[src/rtl/regfile_arbiter_if.sv]
// Request/grant and register-file write bus between the requesters and regfile_arbiter.
interface regfile_arbiter_if;
  logic        A_REQ;
  logic [2:0]  A_DR;
  logic [15:0] A_DATA;
  logic        A_GNT;
  logic        B_REQ;
  logic [2:0]  B_DR;
  logic [15:0] B_DATA;
  logic        B_GNT;
  logic        CLR_START;
  logic        CLR_BUSY;
  logic        LD_REG;
  logic [2:0]  DR;
  logic [15:0] REGFILE_IN;

  modport master (
    output A_REQ, A_DR, A_DATA, B_REQ, B_DR, B_DATA, CLR_START,
    input  A_GNT, B_GNT, CLR_BUSY, LD_REG, DR, REGFILE_IN
  );

  modport slave (
    input  A_REQ, A_DR, A_DATA, B_REQ, B_DR, B_DATA, CLR_START,
    output A_GNT, B_GNT, CLR_BUSY, LD_REG, DR, REGFILE_IN
  );
endinterface

[src/rtl/regfile_arbiter.sv]
// Two-requester round-robin write arbiter for an 8x16 register file, with an
// 8-cycle sequential clear of all registers.
module regfile_arbiter (
  input  logic             Clk,
  input  logic             Reset,
  regfile_arbiter_if.slave bus
);

  typedef enum logic {IDLE, CLEAR} state_t;

  state_t      state_q;
  logic [2:0]  cnt_q;
  logic        last_q;      // 1: B granted most recently (A wins next tie)
  logic        ld_reg_q;
  logic [2:0]  dr_q;
  logic [15:0] regfile_in_q;
  logic        clr_busy_q;

  logic        arb_en;
  logic        gnt_a;
  logic        gnt_b;

  // Grants are gated by Reset directly so they drop as soon as reset asserts.
  always_comb begin
    arb_en = Reset && (state_q == IDLE) && !bus.CLR_START;
    gnt_a  = arb_en && bus.A_REQ && (!bus.B_REQ || last_q);
    gnt_b  = arb_en && bus.B_REQ && (!bus.A_REQ || !last_q);
  end

  always_ff @(posedge Clk or negedge Reset) begin
    if (!Reset) begin
      state_q      <= IDLE;
      cnt_q        <= '0;
      last_q       <= 1'b1;
      ld_reg_q     <= 1'b0;
      dr_q         <= '0;
      regfile_in_q <= '0;
      clr_busy_q   <= 1'b0;
    end else begin
      case (state_q)
        IDLE: begin
          if (bus.CLR_START) begin
            // First clear write is presented on entry so LD_REG lines up with CLR_BUSY.
            state_q      <= CLEAR;
            cnt_q        <= '0;
            ld_reg_q     <= 1'b1;
            dr_q         <= '0;
            regfile_in_q <= '0;
            clr_busy_q   <= 1'b1;
          end else begin
            ld_reg_q <= gnt_a || gnt_b;
            if (gnt_a) begin
              dr_q         <= bus.A_DR;
              regfile_in_q <= bus.A_DATA;
              last_q       <= 1'b0;
            end else if (gnt_b) begin
              dr_q         <= bus.B_DR;
              regfile_in_q <= bus.B_DATA;
              last_q       <= 1'b1;
            end
          end
        end
        CLEAR: begin
          if (cnt_q == 3'd7) begin
            state_q    <= IDLE;
            cnt_q      <= '0;
            ld_reg_q   <= 1'b0;
            clr_busy_q <= 1'b0;
          end else begin
            cnt_q        <= cnt_q + 3'd1;
            ld_reg_q     <= 1'b1;
            dr_q         <= cnt_q + 3'd1;
            regfile_in_q <= '0;
            clr_busy_q   <= 1'b1;
          end
        end
        default: state_q <= IDLE;
      endcase
    end
  end

  assign bus.A_GNT      = gnt_a;
  assign bus.B_GNT      = gnt_b;
  assign bus.LD_REG     = ld_reg_q;
  assign bus.DR         = dr_q;
  assign bus.REGFILE_IN = regfile_in_q;
  assign bus.CLR_BUSY   = clr_busy_q;

endmodule

[src/flat_wrapper.sv]
// flat-port wrapper written by rule: the top's interface ports become plain ports
module regfile_arbiter_flat 
  (Clk, Reset, bus_A_REQ, bus_A_DR, bus_A_DATA, bus_B_REQ, bus_B_DR, bus_B_DATA, bus_CLR_START, bus_A_GNT, bus_B_GNT, bus_CLR_BUSY, bus_LD_REG, bus_DR, bus_REGFILE_IN);
  regfile_arbiter_if bus_i ();
  input  logic Clk;
  input  logic Reset;
  input wire logic [$bits(bus_i.A_REQ)-1:0] bus_A_REQ;
  input wire logic [$bits(bus_i.A_DR)-1:0] bus_A_DR;
  input wire logic [$bits(bus_i.A_DATA)-1:0] bus_A_DATA;
  input wire logic [$bits(bus_i.B_REQ)-1:0] bus_B_REQ;
  input wire logic [$bits(bus_i.B_DR)-1:0] bus_B_DR;
  input wire logic [$bits(bus_i.B_DATA)-1:0] bus_B_DATA;
  input wire logic [$bits(bus_i.CLR_START)-1:0] bus_CLR_START;
  output wire logic [$bits(bus_i.A_GNT)-1:0] bus_A_GNT;
  output wire logic [$bits(bus_i.B_GNT)-1:0] bus_B_GNT;
  output wire logic [$bits(bus_i.CLR_BUSY)-1:0] bus_CLR_BUSY;
  output wire logic [$bits(bus_i.LD_REG)-1:0] bus_LD_REG;
  output wire logic [$bits(bus_i.DR)-1:0] bus_DR;
  output wire logic [$bits(bus_i.REGFILE_IN)-1:0] bus_REGFILE_IN;
  assign bus_i.A_REQ = bus_A_REQ;
  assign bus_i.A_DR = bus_A_DR;
  assign bus_i.A_DATA = bus_A_DATA;
  assign bus_i.B_REQ = bus_B_REQ;
  assign bus_i.B_DR = bus_B_DR;
  assign bus_i.B_DATA = bus_B_DATA;
  assign bus_i.CLR_START = bus_CLR_START;
  assign bus_A_GNT = bus_i.A_GNT;
  assign bus_B_GNT = bus_i.B_GNT;
  assign bus_CLR_BUSY = bus_i.CLR_BUSY;
  assign bus_LD_REG = bus_i.LD_REG;
  assign bus_DR = bus_i.DR;
  assign bus_REGFILE_IN = bus_i.REGFILE_IN;
  regfile_arbiter u_core (.Clk(Clk), .Reset(Reset), .bus(bus_i));
endmodule
[config.mk]
export PLATFORM = sky130hd
export DESIGN_NAME = regfile_arbiter_flat
export DESIGN_NICKNAME = d
export VERILOG_FILES = /design/src/rtl/regfile_arbiter_if.sv /design/src/rtl/regfile_arbiter.sv /design/src/flat_wrapper.sv
export SDC_FILE = /design/constraint.sdc
export NUM_CORES = 1
export LEC_CHECK = 0
export BUFFER_PORTS_ARGS = -buffer_cell sky130_fd_sc_hd__buf_2
export CORE_ASPECT_RATIO = 0.6
export CORE_MARGIN = 5
export CORE_UTILIZATION = 35
export CTS_CLUSTER_SIZE = 8
export DETAILED_ROUTE_END_ITERATION = 8
export SLEW_MARGIN = 20
export SYNTH_ARGS = -nofsm -noshare
export SYNTH_HDL_FRONTEND = slang
export SYNTH_SLANG_ARGS = --single-unit
[constraint.sdc]
create_clock -name Clk -period 2.2 [get_ports Clk]
set_input_delay 0.11 -clock Clk [delete_from_list [all_inputs] [get_ports Clk]]
set_output_delay 0.11 -clock Clk [all_outputs]
set_load 0.03 [all_outputs]
---- Yosys cells after proc, flatten, opt, wreduce, memory -nomap -nowiden ----
Cells that the tools add are included.
operators by class
  eq/ne operators ......................... 4
  reduce and logical (&&, ||, !) cells .... 16
  bitwise gates (word level) .............. 2
  $add $sub $neg .......................... 1
  muxes and demuxes ....................... 22
operators with widths
  cell                   count
  $mux W16               4
  $pmux W16 S2           1
  $mux W3                6
  $pmux W3 S2            2
  $logic_and A1 B1 Y1    6
  $mux W1                6
  $pmux W1 S2            3
  $logic_not A1 Y1       4
  $ne A2 B2 Y1 const B   2
  $ne A4 B2 Y1 const B   1
  $add A3 B1 Y3 const B  1
  $eq A3 B3 Y1 const B   1
  $logic_or A1 B1 Y1     3
  $reduce_and A3 Y1      1
  $not A1 Y1             2
  $reduce_and A2 Y1      1
  $reduce_bool A2 Y1     1
storage, ports and cells
  logic and storage cells ................. 52
  register bits ........................... 26

---- Logic depth before layout (Yosys ltp) ----
  depth after elaboration ................. 9
  gate-level depth with buffers ........... 9
  gate-level depth less buffers ........... 8

---- Worst setup path before layout ----
OpenSTA, ideal clock, no wires.
  kind .................................... register to output
  start point ............................. register u_core.last_q
  end point ............................... output port bus_A_GNT
  stages on the path, launching flop included .. 5
  slack ................................... 523 ps
  arrival ................................. 1567 ps
  path buffers ............................ 1
  data required time ...................... 2090 ps
  cell sequence ........................... dfstp_2 -> nand2b_1 -> nand3_1 -> buf_2 -> nor3_1
on the way
  longest elaborated chain between the ends .. 2
ends and longest elaborated chain
  item                      line                   source
  start: declaration        regfile_arbiter.sv:13  logic last_q;
  start signal: assignment  regfile_arbiter.sv:34  last_q <= 1'b1;
  start signal: assignment  regfile_arbiter.sv:55  last_q <= 1'b0;
  start signal: assignment  regfile_arbiter.sv:59  last_q <= 1'b1;
  $logic_or A1 B1 Y1        regfile_arbiter.sv:26  gnt_a = arb_en && bus.A_REQ && (!bus.B_REQ || last_q);
  $logic_and A1 B1 Y1       regfile_arbiter.sv:26
  end: declaration          flat_wrapper.sv:14     output wire logic [$bits(bus_i.A_GNT)-1:0] bus_A_GNT;
No other way between the ends.

---- Final worst setup path ----
  start point ............................. register u_core.cnt_q[0]
  end point ............................... register u_core.regfile_in_q[3], in the netlist u_core.bus.REGFILE_IN[3]
on the way
  longest elaborated chain between the ends .. 3
ends and longest elaborated chain
  item                                line                   source
  start: declaration                  regfile_arbiter.sv:12  logic [2:0] cnt_q;
  start signal: assignment            regfile_arbiter.sv:70  cnt_q <= cnt_q + 3'd1;
  $eq A3 B3 Y1                        regfile_arbiter.sv:64  if (cnt_q == 3'd7) begin
  $ne A2 B2 Y1 (no source line)       -
  $reduce_and A2 Y1 (no source line)  -
  end signal: assignment              regfile_arbiter.sv:54  regfile_in_q <= bus.A_DATA;
  end signal: assignment              regfile_arbiter.sv:58  regfile_in_q <= bus.B_DATA;
  end: declaration                    regfile_arbiter.sv:16  logic [15:0] regfile_in_q;
No other way between the ends.
A chain may end at the register's enable or synchronous reset.

==> results.md <==
- Status: finished clean
- Worst-Margin Slew: 0.489 ns
- Most frequent cells in the layout: buf_2 (65), dfrtp_1 (25), mux2i_1 (16), o2bb2ai_1 (16), nand3_1 (8)
- TritonRoute pass-1 iters: 4
- Via count: 1076
- Slowest cell on the critical path: nor2_4
- Simple-Gate Fraction of Synth Area: 13.2%
- Height of the die: 56.8 um
- Die width: 87.9 um
- Placed cell areas: 1630 um2
- Iteration-0 DRC Markers: 37
- CP Data Required Time: 2.35 ns
- End point of the critical path: u_core.bus.REGFILE_IN[3]$_DFFE_PN0P_
- Starting Density: 35.5%
- Worst Path Arrival: 2.04 ns
- Critical Path Stages: 8
- Syn-to-layout area delta: 34.2%
- Clock Latency Late Sink: 0.27 ns
- WS Path Type: reg2reg
- GRT Total Usage: 13.6%
- I/O pins: 66
- # H-tree levels: 1
- Sequential fraction of the synthesis area: 51.1%
- Logic pwr share: 43.0%
- Leak Pwr: 0.000930 uW
- Final setup vio count: 0
- Most common cell after layout, fill and taps aside: buf_2
- Cells after Synth: 106
- Post-Route Utilization: 47.6%
- Xor/xnor share of the synthesized area: 0%
- # Post-CTS Setup Buffers: 0
- Mapped Avg Cell Area: 12.0 um2
- Port bufs: 65
- Crit path time final: 1.89 ns
- VDD IR-drop max: 412 uV
- NetSw: 802 uW
- Vias in the first global route: 1190
- CP startpoint kind: flop
- Final hold vios: 0
- Core Region: 3590 um2
- Critical path peak fanout: 17
- Worst path bufs/invs: 1
- Compound-Gate Fraction of Synth Area: 16.6%
- Final wirelength: 3160 um
- Number of fill cells: 341
- Period utilisation layout: 86.0%
- Flop2flop setup slack: 0.31 ns
- Reg2reg end: u_core.bus.REGFILE_IN[3]$_DFFE_PN0P_
- Unique masters post-synth: 26
- CP Launch Point: u_core.cnt_q[0]$_DFFE_PN0N_
- Post-synth top area cell: dfrtp_1
- CP delay by family, top: simple AND/OR/NAND/NOR gates
- Max Cap Viol: 0
- Internal: 1180 uW
- Area share of fa/ha/maj cells after synthesis: 1.96%
- Total grt overflow: 0
- Largest net degree at the start of global routing: 32
- Combinational family with the most area after synthesis: compound AO/OA/AOI/OAI gates
- Yosys warning count: 0
- Post-Route Skew: 0.0116 ns
- Drc violations: 0
- Hold WC Path Type: in2reg
- Reg2Reg Depth: 8
- Routability cong.: 0.750
- Share of post-route cells with drive strength above 1: 45.3%
- Mapped Area: 1270 um2
- Post-synth top area share: 49.1%
- R2R Path Start: u_core.cnt_q[0]$_DFFE_PN0N_
- Routed len/inst: 14.4 um
- Clk pin slew, worst setup/hold paths: 0.09 ns
- Fmax: 529 MHz
- Largest cells by area after synthesis: dfrtp_1 (49%), mux2i_1 (13%), o2bb2ai_1 (11%)
- Setup_tns: 0 ns
- Number of synthesized register bits: 26
- Crit-path cells: ha_1 > ha_1 > and2_4 > nor2_4 > nor2_4 > inv_6 > nand2_4 > o2bb2ai_1
- Slew Limit Fails: 0
- Remaining antenna violation count after routing: 0
- CTS tree: built
- Initial antenna violation count: 0
- RSZ-0062 raised after global routing: false
- Clk pwr share: 19.8%
- Post-detail-place hpwl: 2430 um
- First-pass GRT wire length: 5330 um
- Num CTS Buffers: 3
- Post-Synthesis Net Count: 151
- Critical Path Sink Type: flop
- Crit-path max cell delay: 0.42 ns
- Rel. slew slack: 67.3%
- ANT cells: 0
- DIE AREA: 4990 um2
- Hold depth: 2
- Clock sinks: 26
- Reg power frac: 37.1%
- Cell Rows: 17
- Fin nets: 218
- Design Area, Final: 1710 um2
- Via density: 4.91
- Root buffer cell: clkbuf_8
- Clk buf depth: 2
- Switching Fraction: 40.5%
- Power per cell area: 1160 nW/um2
- Mux contribution to synthesized area: 12.6%
[logic make-up (layout without fill, tap and decap cells)]
| kind of cell | after synthesis | count (layout) |
|---|---|---|
| and+or+nand+nor | 28 | 28 |
| DFF | 26 | 26 |
| adders and majority gates | 2 | 2 |
| AOI/OAI and AO/OA | 26 | 26 |
| muxes | 16 | 16 |
| buffers and inverters | 8 | 74 |
[registers in the layout (all words and copies together) (netlist names)]
register               flops
u_core.bus.CLR_BUSY        1
u_core.bus.DR              3
u_core.bus.LD_REG          1
u_core.bus.REGFILE_IN     16
u_core.cnt_q               3
u_core.last_q              1
u_core.state_q             1
[cell usage after synthesis]
| cell | count |
|---|---|
| nand2b_1 | 2 |
| inv_1 | 1 |
| a41oi_1 | 3 |
| nor2_4 | 2 |
| mux2i_1 | 16 |
| o21ai_1 | 1 |
| nand2_1 | 5 |
| o21a_1 | 1 |
| nor2_1 | 5 |
| a32o_1 | 1 |
| dfstp_2 | 1 |
| nand3_1 | 8 |
| inv_6 | 1 |
| buf_6 | 2 |
| a31oi_1 | 2 |
| and2_4 | 1 |
| and3_1 | 1 |
| nor2_8 | 1 |
| buf_4 | 1 |
| nor3_1 | 2 |
| nand2_4 | 1 |
| buf_2 | 3 |
| dfrtp_1 | 25 |
| ha_1 | 2 |
| a21oi_1 | 2 |
| o2bb2ai_1 | 16 |
[timing repair]
item | in CTS | in global routing
resized for setup | 0 | 0
hold buffers | 1 | 0
hold endpoints to repair | 25 | 0
[how the worst min path moves through the flow]
stage	from	end	slack, ns
after floorplan	Reset	u_core.bus.CLR_BUSY$_DFFE_PN0N_	-0.19
after global placement	Reset	u_core.bus.REGFILE_IN[10]$_DFFE_PN0P_	0.15
after detailed placement	Reset	u_core.bus.REGFILE_IN[10]$_DFFE_PN0P_	0.16
after CTS	bus_A_REQ	u_core.last_q$_DFFE_PN1P_	0.07
after global routing	bus_A_REQ	u_core.last_q$_DFFE_PN1P_	0.07
final	bus_A_REQ	u_core.last_q$_DFFE_PN1P_	0.07
[routing by layer]
layer | GRT usage (%) | wire [um]
met1 | 18.2 | 1480
met2 | 20.9 | 1330
met3 | 6.16 | 352
met4 | 1.31 | 8
met5 | 0 | 0
[through the flow]
stage                     hold slack, ns  setup slack, ns  total power (uW)  instances
after floorplan                   -0.186            0.523              1380        106
after CTS                         0.0660            0.298              2000        219
final                             0.0680            0.308              1980        219
after detailed placement           0.163            0.344              1600        214
after global placement             0.151            0.462              1570        214
after global routing              0.0732            0.141              2130        219
[cell type report]
cell class	count	area, um2	share of cell area, %
Clock buffer	3	41.3	2.41
Clock inverter	1	30.0	1.76
Inverter	2	12.5	0.732
Multi-Input combinational cell	72	566	33.1
Sequential cell	26	652	38.1
Tap cell	47	58.8	3.44
Timing Repair Buffer	68	350	20.5
[power groups by stage]
stage | registers (uW) | logic (uW) | clock network [uW]
CTS | 735 | 863 | 405
global route | 761 | 941 | 425
detailed placement | 744 | 857 | 0
floorplan | 897 | 486 | 0
finish | 734 | 851 | 393
global placement | 743 | 832 | 0
Power figures use the tool's default switching activity.
